File: config.mk
export PLATFORM = sky130hd
export DESIGN_NAME = cmp_iter
export DESIGN_NICKNAME = d
export VERILOG_FILES = /design/src/rtl/cmp_pkg.sv /design/src/rtl/cmp_chunk.sv /design/src/rtl/cmp_iter.sv
export SDC_FILE = /design/constraint.sdc
export NUM_CORES = 1
export LEC_CHECK = 0
export ABC_AREA = 1
export CORE_UTILIZATION = 46
export DETAILED_ROUTE_END_ITERATION = 8
export PLACE_DENSITY = 0.85
export SLEW_MARGIN = 20
export SYNTH_ARGS = -nofsm -noshare
export SYNTH_HDL_FRONTEND = slang
export SYNTH_SLANG_ARGS = --single-unit
File: constraint.sdc
create_clock -name clk -period 2.41 [get_ports clk]
set_input_delay 0.482 -clock clk [delete_from_list [all_inputs] [get_ports clk]]
set_output_delay 0.482 -clock clk [all_outputs]
set_load 0.005 [all_outputs]
File: src/rtl/cmp_pkg.sv
`default_nettype none
// ============================================================================
//  Module   : cmp_pkg
//  Brief    : Shared encodings for the iterative comparator: branch
//             conditions, compare modes, FSM states and the branch evaluator.
//  Revision : 1.0  initial release
// ============================================================================
package cmp_pkg;

    // Branch condition encodings carried on BrOp (6 and 7 are reserved)
    localparam logic [2:0] BR_EQ = 3'd0;
    localparam logic [2:0] BR_NE = 3'd1;
    localparam logic [2:0] BR_LT = 3'd2;
    localparam logic [2:0] BR_LE = 3'd3;
    localparam logic [2:0] BR_GT = 3'd4;
    localparam logic [2:0] BR_GE = 3'd5;

    // Compare mode encodings carried on CMPOp
    localparam logic CMP_SIGNED   = 1'b0;
    localparam logic CMP_UNSIGNED = 1'b1;

    // Controller states
    typedef enum logic [1:0] {
        ST_IDLE = 2'd0,
        ST_RUN  = 2'd1,
        ST_DONE = 2'd2
    } state_e;

    // Evaluate a branch condition against a one-hot eq/lt/gt result.
    // Reserved codes never take the branch.
    function automatic logic branch_taken(input logic [2:0] br_op,
                                          input logic       eq,
                                          input logic       lt,
                                          input logic       gt);
        logic t;
        case (br_op)
            BR_EQ:   t = eq;
            BR_NE:   t = ~eq;
            BR_LT:   t = lt;
            BR_LE:   t = lt | eq;
            BR_GT:   t = gt;
            BR_GE:   t = gt | eq;
            default: t = 1'b0;
        endcase
        return t;
    endfunction

endpackage : cmp_pkg
`default_nettype wire

File: src/rtl/cmp_chunk.sv
`default_nettype none
// ============================================================================
//  Module   : cmp_chunk
//  Brief    : Combinational unsigned compare of one CHUNK-wide slice.
//  Revision : 1.0  initial release
// ============================================================================
module cmp_chunk #(
    parameter int CHUNK = 8
) (
    input  logic [CHUNK-1:0] a,
    input  logic [CHUNK-1:0] b,
    output logic             eq,
    output logic             lt,
    output logic             gt
);

    // Plain magnitude compare; signedness is folded in by the caller
    always_comb begin
        eq = (a == b);
        lt = (a <  b);
        gt = (a >  b);
    end

endmodule : cmp_chunk
`default_nettype wire

File: src/rtl/cmp_iter.sv
`default_nettype none
// ============================================================================
//  Module   : cmp_iter
//  Brief    : Iterative magnitude comparator with branch evaluation. Walks
//             the operands one CHUNK at a time from the MSB end and stops at
//             the first differing chunk. Valid/ready on both sides.
//  Revision : 1.0  initial release
// ============================================================================
module cmp_iter
    import cmp_pkg::*;
#(
    parameter int WIDTH = 32,
    parameter int CHUNK = 8
) (
    input  logic             clk,
    input  logic             rst_n,
    input  logic             in_valid,
    output logic             in_ready,
    input  logic [WIDTH-1:0] A,
    input  logic [WIDTH-1:0] B,
    input  logic             CMPOp,
    input  logic [2:0]       BrOp,
    output logic             out_valid,
    input  logic             out_ready,
    output logic             equal,
    output logic             less,
    output logic             greater,
    output logic             taken
);

    // Guarded divisor so a bad CHUNK reaches the check below instead of a
    // divide-by-zero during elaboration.
    localparam int CHUNK_SAFE = (CHUNK < 1) ? 1 : CHUNK;
    localparam int NCHUNK     = WIDTH / CHUNK_SAFE;
    localparam int IDXW       = (NCHUNK > 1) ? $clog2(NCHUNK) : 1;

    // Only the sign bit is flipped for signed mode: that maps two's
    // complement ordering onto unsigned ordering.
    localparam logic [WIDTH-1:0] MSB_MASK = WIDTH'(1) << (WIDTH - 1);

    if ((CHUNK < 1) || ((WIDTH % CHUNK_SAFE) != 0)) begin : g_param_check
        $error("cmp_iter: WIDTH must be a non-zero multiple of CHUNK (CHUNK >= 1)");
    end

    state_e            state;
    logic [IDXW-1:0]   idx;
    logic [WIDTH-1:0]  a_r;
    logic [WIDTH-1:0]  b_r;
    logic [2:0]        br_r;
    logic [WIDTH-1:0]  sign_mask;
    logic [CHUNK-1:0]  a_slice;
    logic [CHUNK-1:0]  b_slice;
    logic              c_eq;
    logic              c_lt;
    logic              c_gt;

    assign in_ready  = (state == ST_IDLE);
    assign out_valid = (state == ST_DONE);

    // Mask applied to both operands at accept time to select signed ordering
    always_comb begin
        sign_mask = '0;
        case (CMPOp)
            CMP_SIGNED:   sign_mask = MSB_MASK;
            CMP_UNSIGNED: sign_mask = '0;
        endcase
    end

    // Select the chunk addressed by the current index
    always_comb begin
        a_slice = a_r[int'(idx) * CHUNK +: CHUNK];
        b_slice = b_r[int'(idx) * CHUNK +: CHUNK];
    end

    cmp_chunk #(
        .CHUNK (CHUNK)
    ) u_chunk (
        .a  (a_slice),
        .b  (b_slice),
        .eq (c_eq),
        .lt (c_lt),
        .gt (c_gt)
    );

    // Controller: accept, walk chunks MSB-first, hold result until taken
    always_ff @(posedge clk or negedge rst_n) begin
        if (!rst_n) begin
            state   <= ST_IDLE;
            idx     <= '0;
            a_r     <= '0;
            b_r     <= '0;
            br_r    <= '0;
            equal   <= 1'b0;
            less    <= 1'b0;
            greater <= 1'b0;
            taken   <= 1'b0;
        end else begin
            case (state)
                ST_IDLE: begin
                    if (in_valid) begin
                        a_r   <= A ^ sign_mask;
                        b_r   <= B ^ sign_mask;
                        br_r  <= BrOp;
                        idx   <= IDXW'(NCHUNK - 1);
                        state <= ST_RUN;
                    end
                end
                ST_RUN: begin
                    if (!c_eq) begin
                        equal   <= 1'b0;
                        less    <= c_lt;
                        greater <= c_gt;
                        taken   <= branch_taken(br_r, 1'b0, c_lt, c_gt);
                        state   <= ST_DONE;
                    end else if (idx == '0) begin
                        equal   <= 1'b1;
                        less    <= 1'b0;
                        greater <= 1'b0;
                        taken   <= branch_taken(br_r, 1'b1, 1'b0, 1'b0);
                        state   <= ST_DONE;
                    end else begin
                        idx <= idx - IDXW'(1);
                    end
                end
                ST_DONE: begin
                    // Returning to IDLE here means a request present on this
                    // same edge is only seen on the following one.
                    if (out_ready) begin
                        equal   <= 1'b0;
                        less    <= 1'b0;
                        greater <= 1'b0;
                        taken   <= 1'b0;
                        idx     <= '0;
                        state   <= ST_IDLE;
                    end
                end
                default: state <= ST_IDLE;
            endcase
        end
    end

endmodule : cmp_iter
`default_nettype wire

==> results of run 1 <==
[worst max-delay path by stage]
stage,startpoint,end,depth (start not counted)
floorplan,idx[0],idx[1],13
global placement,idx[0],idx[1],12
detailed placement,idx[0],idx[1],12
CTS,idx[0],idx[1],12
global route,idx[0],taken,14
finish,idx[0],taken,14
[per-layer routing]
metal,up-vias,share of wire [%],track usage [%]
met2,92,50,32.8
met4,0,2.5,9.92
met5,-,0,0
met1,1315,43,24.5
met3,17,4.3,4.61
li1,1333,-,-
[final cells by class]
class	instances	area, µm²
Sequential cell	75	1880
Tap cell	102	128
Clock inverter	7	53.8
Fill cell	598	2940
Timing Repair Buffer	86	873
Clock buffer	9	124
Inverter	18	67.6
Multi-Input combinational cell	228	1660
[power groups by stage]
stage	clock network [W]	logic, W	registers (W)
after CTS	0.000880	0.00306	0.00226
after detailed placement	0	0.00304	0.00229
after global routing	0.000936	0.00346	0.00234
final	0.000859	0.00309	0.00226
after global placement	0	0.00292	0.00226
after floorplan	0	0.00229	0.00214
[sequential cells by signal (all words and copies together), names as in the netlist]
signal and flops:
a_r 32, equal 1, greater 1, br_r 3
state 2, b_r 32, idx 2, less 1
taken 1
[repair_timing]
action / 4_1_cts / 5_1_grt
resized for setup: 0 / 2
buffers inserted: 0 / 0
setup endpoints to repair: 0 / 4
[cells in the mapped netlist, drive strengths merged]
cell / number / area, µm²
dfrtp: 75 / 1880
mux2: 62 / 698
nand2: 48 / 190
o21ai: 30 / 158
nor2: 29 / 119
inv: 17 / 63.8
a21oi: 15 / 75.1
ha: 15 / 188
a32o: 8 / 80.1
buf: 8 / 40.0
clkbuf: 8 / 30.0
o22ai: 8 / 50.1
nand3: 3 / 15.0
nor3: 3 / 15.0
nand4: 2 / 27.5
xor2: 2 / 17.5
a21o: 1 / 8.76
a31oi: 1 / 6.26
clkinv: 1 / 3.75
or2: 1 / 8.76
[cell usage in the layout, fill, tap and decap left out, types with 2 or more instances in the layout]
cell / instances
sky130_fd_sc_hd__clkdlybuf4s50_1: 76
sky130_fd_sc_hd__dfrtp_1: 75
sky130_fd_sc_hd__mux2_2: 62
sky130_fd_sc_hd__nand2_1: 45
sky130_fd_sc_hd__nor2_1: 27
sky130_fd_sc_hd__o21ai_0: 27
sky130_fd_sc_hd__inv_1: 16
sky130_fd_sc_hd__a21oi_1: 15
sky130_fd_sc_hd__ha_1: 15
sky130_fd_sc_hd__clkbuf_8: 9
sky130_fd_sc_hd__a32o_1: 8
sky130_fd_sc_hd__o22ai_1: 8
sky130_fd_sc_hd__buf_4: 7
sky130_fd_sc_hd__clkinv_4: 4
sky130_fd_sc_hd__nor3_1: 3
sky130_fd_sc_hd__nand3_1: 3
sky130_fd_sc_hd__buf_12: 3
sky130_fd_sc_hd__nand2_2: 2
sky130_fd_sc_hd__nor2_4: 2
sky130_fd_sc_hd__o21ai_2: 2
sky130_fd_sc_hd__xor2_1: 2
sky130_fd_sc_hd__clkinv_2: 2
[metrics by stage]
stage,setup slack (ps),total power [W],hold slack [ps]
6_report,147,0.00621,63.1
5_1_grt,0.842,0.00674,95.7
4_1_cts,123,0.00621,74.9
3_5_place_dp,128,0.00533,457
3_3_place_gp,206,0.00518,453
2_1_floorplan,78.1,0.00444,186
[worst max-delay path, stage by stage (launching register included)]
cell	delay (ps)
sky130_fd_sc_hd__dfrtp_1	410
sky130_fd_sc_hd__inv_2	80
sky130_fd_sc_hd__buf_12	180
sky130_fd_sc_hd__nand2_1	70
sky130_fd_sc_hd__a32o_1	230
sky130_fd_sc_hd__ha_1	300
sky130_fd_sc_hd__nand2_1	100
sky130_fd_sc_hd__nor2_4	140
sky130_fd_sc_hd__nand4_4	140
sky130_fd_sc_hd__nor2_4	140
sky130_fd_sc_hd__nand2_2	80
sky130_fd_sc_hd__nand4_1	120
sky130_fd_sc_hd__nor2_1	60
sky130_fd_sc_hd__nand2_1	70
sky130_fd_sc_hd__nand2_1	50
[cell families after synthesis]
| family | after synthesis | share of synthesized area [%] |
|---|---|---|
| simple gates | 86 | 10.2 |
| buf+inv | 34 | 3.75 |
| xor+xnor | 2 | 0.477 |
| mux | 62 | 19.0 |
| flops | 75 | 51.1 |
| fa+ha+maj | 15 | 5.11 |
| compound gates | 63 | 10.3 |
==> results.md, run 1 <==
• **status** finished, final reports clean
• **drt drc** 0
• **Comb pwr share** 49.7%
• **Int Pwr** 0.00381 W
• **Yosys cell types** 27
• **worst-case clock buffer depth** 2
• **part of the total power dissipated in sequential elements** 36.5%
• **CTS tree** yes
• **Clk pwr share** 13.8%
• **final antenna-violating net count** 0
• **wire per inst** 14.5 µm
• **synthesized area** 3670 µm²
• **worst reg2reg endpoint** taken
• **Die Y-Extent** 91.3 µm
• **Sinks on Clock Net** 75
• **number of DRC markers in iteration 0** 171
• **sequential fraction of the synthesis area** 51.1%
• **max-capacitance violation count** 0
• **root buffer selected by CTS** sky130_fd_sc_hd__clkbuf_8
• **CTS buffer count** 9
• **Buffers on Ports** 77
• **net count after synthesis** 424
• **clock latency at the later pin of the worst-skew pair** 350 ps
• **endpoints failing setup** 0
• **post-detailed-placement half-perimeter wirelength** 5730 µm
• **die area** 8340 µm²
• **Tightest Hold Check Type** in -> async
• **endpoint class of the critical path** register
• **die outline width** 91.3 µm
• **number of instances in the placed design** 509
• **register-to-register setup slack** 150 ps
• **reg-to-reg startpoint** idx[0]
• **final estimated routing congestion in global placement** 0.815
• **post-place instance area** 4600 µm²
• **Pwr per Cell Area** 1300 nW/µm²
• **relative slew slack** 71.3%
• **Synth Instances** 337
• **effective utilization at floorplan** 47.5%
• **count of warnings emitted by yosys** 0
• **Worst Path Required** 2650 ps
• **total wire length** 7600 µm
• **crit path max fanout** 34
• **via-per-instance ratio** 5.25
• **Final Non-Filler Cells** 525
• **largest vdd supply drop** 0.588 mV
• **synthesis-to-finish area growth** 30.4%
• **arrival time of the worst setup path** 2500 ps
• **count of boundary I/O pins** 78
• **crit path time final** 2260 ps
• **FF-to-FF path depth** 14
• **Clock H-tree levels** 3
• **core area** 7730 µm²
• **switching power summed over all nets** 0.00240 W
• **setup repair after global routing missed its margin** no
• **final design instance area without fill** 4790 µm²
• **Antenna diodes** 0
• **first-pass GRT wire length** 12,800 µm
• **fraction of final layout cells sized beyond drive strength 1** 23.4%
• **final hold vios** 0
• **actual transition at the worst max-transition pin** 430 ps
• **final core utilization** 61.9%
• **Sw Share** 38.7%
• **number of optimization iterations in the first detailed-route pass** 4
• **Critical Path Start Type** register
• **std cell rows** 32
• **number of hold buffers added after cts** 0
• **Lkg Pwr** 2.10 nW
• **worst clock skew** 7.46 ps
• **clock-pin slew on the worst setup and hold paths** 80 ps
• **number of global-route vias before repair** 2,833
• **critical path class** reg -> reg
• **average cell area after synthesis** 10.9 µm²
• **total of flip-flops plus latches after synthesis** 75
• **overall via count from detail_route** 2,757
• **number of antenna violations at the first check in global routing** 0
• **maximum frequency from static timing analysis** 442 MHz
• **share of the clock period used by the worst path after layout** 93.9%
• **grt ovf** 0
• **setup_tns** 0 ps
• **Total Nets Final** 505
• **total routing resource utilization after global routing** 19.9%
• **max-slew violation count** 0
• **maximum number of pins on one net before global-route repair** 44
Power figures use the tool's default switching activity.
==> run 2, diff against run 1 <==
--- a/config.mk
+++ b/config.mk
@@ -8,7 +8,7 @@
 export ABC_AREA = 1
 export CORE_UTILIZATION = 46
 export DETAILED_ROUTE_END_ITERATION = 8
-export PLACE_DENSITY = 0.85
+export PLACE_DENSITY = 0.76
 export SLEW_MARGIN = 20
 export SYNTH_ARGS = -nofsm -noshare
 export SYNTH_HDL_FRONTEND = slang
==> run 2 against run 1 <==
Via count up 1.1%. Routed wire length grew 4.3%. Critical endpoint unchanged. Core utilization rose by 0.55 points. Sequential power is essentially flat. Clock skew is 1.7 ps lower. Critical path depth down 1. Clock power rose by 7.1%. Design area is 0.89% higher. Critical path type unchanged. Total power up 2.1%.
==> results.md, run 2 (synthesis results as in run 1) <==
• **status** finished, final reports clean
• **relative slew slack** 67.0%
• **drt drc** 0
• **Lkg Pwr** 2.12 nW
• **arrival time of the worst setup path** 2510 ps
• **most common cell after layout, fill and taps aside** sky130_fd_sc_hd__clkdlybuf4s50_1
• **final design instance area without fill** 4830 µm²
• **CTS buffer count** 9
• **setup repair after global routing missed its margin** no
• **CTS tree** yes
• **Clk pwr share** 14.5%
• **final hold vios** 0
• **maximum number of pins on one net before global-route repair** 38
• **routed wl met2** 4030 µm
• **Pwr per Cell Area** 1310 nW/µm²
• **total wire length** 7930 µm
• **number of optimization iterations in the first detailed-route pass** 5
• **number of antenna violations at the first check in global routing** 0
• **wire per inst** 15.1 µm
• **setup_tns** 0 ps
• **met3 layer wire length in the routed design** 362 µm
• **Register Area** 1880 µm²
• **Top Registers** a_r: 32 flops, b_r: 32 flops, br_r: 3 flops
• **number of DRC markers in iteration 0** 106
• **number of instances in the placed design** 512
• **post-CTS setup repair buffer count** 0
• **Final Non-Filler Cells** 526
• **crit path max fanout** 12
• **max-capacitance violation count** 0
• **top metal layer carrying routed signals** met4
• **endpoints failing setup** 0
• **worst-case clock buffer depth** 2
• **routed metal-1 wire length** 3370 µm
• **overall via count from detail_route** 2,788
• **Die Y-Extent** 91.3 µm
• **Total Nets Final** 508
• **Buffers on Ports** 77
• **clock latency at the later pin of the worst-skew pair** 350 ps
• **synthesis-to-finish area growth** 31.6%
• **Int Pwr** 0.00396 W
• **post-detailed-placement half-perimeter wirelength** 5910 µm
• **root buffer selected by CTS** sky130_fd_sc_hd__clkbuf_8
• **Worst Path Required** 2650 ps
• **die outline width** 91.3 µm
• **Comb pwr share** 50.0%
• **post-place instance area** 4630 µm²
• **multi-input gate area in the final layout** 1660 µm²
• **clock-pin slew on the worst setup and hold paths** 70 ps
• **crit path time final** 2270 ps
• **maximum frequency from static timing analysis** 441 MHz
• **part of the total power dissipated in sequential elements** 35.5%
• **fraction of final layout cells sized beyond drive strength 1** 23.3%
• **first-pass GRT wire length** 13,000 µm
• **Tightest Hold Check Type** in -> async
• **count of boundary I/O pins** 78
• **grt ovf** 0
• **std cell rows** 32
• **critical path class** reg -> reg
• **switching power summed over all nets** 0.00238 W
• **most frequent cells in the layout** 76 x sky130_fd_sc_hd__clkdlybuf4s50_1, 75 x sky130_fd_sc_hd__dfrtp_1, 62 x sky130_fd_sc_hd__mux2_2, 45 x sky130_fd_sc_hd__nand2_1
• **die area** 8340 µm²
• **effective utilization at floorplan** 47.5%
• **worst clock skew** 5.74 ps
• **max-slew violation count** 0
• **number of filler instances in the final layout** 627
• **core area** 7730 µm²
• **share of the clock period used by the worst path after layout** 94.0%
• **actual transition at the worst max-transition pin** 495 ps
• **total routing resource utilization after global routing** 20.4%
• **final antenna-violating net count** 0
• **endpoint class of the critical path** register
• **via-per-instance ratio** 5.30
• **Sinks on Clock Net** 75
• **Critical Path Start Type** register
• **Antenna diodes** 0
• **number of global-route vias before repair** 2,870
• **Clock H-tree levels** 3
• **Sw Share** 37.6%
• **largest vdd supply drop** 0.604 mV
• **final estimated routing congestion in global placement** 0.796
-- run 2: cell count changes in the layout (fill, tap and decap cells not counted) --
| cell | delta |
|---|---|
| sky130_fd_sc_hd__buf_4 | +1 |
| sky130_fd_sc_hd__clkbuf_1 | +1 |
| sky130_fd_sc_hd__inv_6 | -1 |
| sky130_fd_sc_hd__clkbuf_8 | +1 |
| sky130_fd_sc_hd__bufinv_16 | +1 |
| sky130_fd_sc_hd__buf_6 | +1 |
| sky130_fd_sc_hd__buf_12 | +1 |
| sky130_fd_sc_hd__clkinv_4 | -4 |
-- run 2: worst max-delay path, cell delays in order (launching register included) --
cell and delay [ps]:
sky130_fd_sc_hd__dfrtp_1 410, sky130_fd_sc_hd__inv_2 90, sky130_fd_sc_hd__buf_4 180, sky130_fd_sc_hd__nand2_1 70, sky130_fd_sc_hd__a32o_1 230, sky130_fd_sc_hd__ha_1 290, sky130_fd_sc_hd__nand2_1 120, sky130_fd_sc_hd__nor2_4 130
sky130_fd_sc_hd__nand4_4 100, sky130_fd_sc_hd__buf_4 170, sky130_fd_sc_hd__a31oi_1 160, sky130_fd_sc_hd__nor2_1 80, sky130_fd_sc_hd__nand2_1 70, sky130_fd_sc_hd__nand2_1 40
-- run 2: routing by layer --
metal	vias to the layer above	track usage [%]
met1	1363	24.6
met2	77	34.8
met5	-	0
met3	14	4.36
met4	0	9.52
li1	1334	-
-- run 2: through the flow --
| stage | hold WS [ps] | power [W] | utilization, % | setup slack (ps) |
|---|---|---|---|---|
| 6_report | 103 | 0.00634 | 62.5 | 144 |
| 5_1_grt | 129 | 0.00685 | 62.5 | 11.9 |
| 4_1_cts | 112 | 0.00631 | 62.2 | 95.8 |
| 3_5_place_dp | 483 | 0.00538 | 59.9 | 126 |
| 3_3_place_gp | 482 | 0.00522 | 59.9 | 231 |
| 2_1_floorplan | 186 | 0.00444 | - | 78.1 |
-- run 2: power by group through the flow --
stage | clock [W] | sequential (W) | combinational (W)
after global routing | 0.000985 | 0.00233 | 0.00353
after detailed placement | 0 | 0.00228 | 0.00310
after floorplan | 0 | 0.00214 | 0.00229
final | 0.000920 | 0.00225 | 0.00317
after global placement | 0 | 0.00225 | 0.00297
after CTS | 0.000939 | 0.00225 | 0.00312
-- run 2: path summary, 6_finish.rpt --
path / from / end / slack [ps] / cells after the start
worst max register to register: idx[0] / taken / 140 / 13
min in group clk: taken / taken / 500 / 2
max in group asynchronous: rst_n / a_r[31] / 1750 / 2
worst min-delay path: rst_n / less / 100 / 1
worst min register to register: taken / taken / 500 / 2
worst max-delay path: idx[0] / taken / 140 / 13
-- run 2: cell type report --
| cell class | count | area share, % |
|---|---|---|
| multi-input combinational | 228 | 34.5 |
| clock inverter | 3 | 0.829 |
| sequential | 75 | 38.9 |
| inverter | 18 | 1.40 |
| clock buffer | 11 | 2.93 |
| timing repair buffer | 89 | 18.9 |
| tap | 102 | 2.64 |
-- run 2: timing repair --
item                                    in CTS  in global routing
gates resized for setup                      0                  6
endpoints found under the setup margin       0                  8
hold buffers                                 0                  0
endpoints found under the hold margin        0                  0
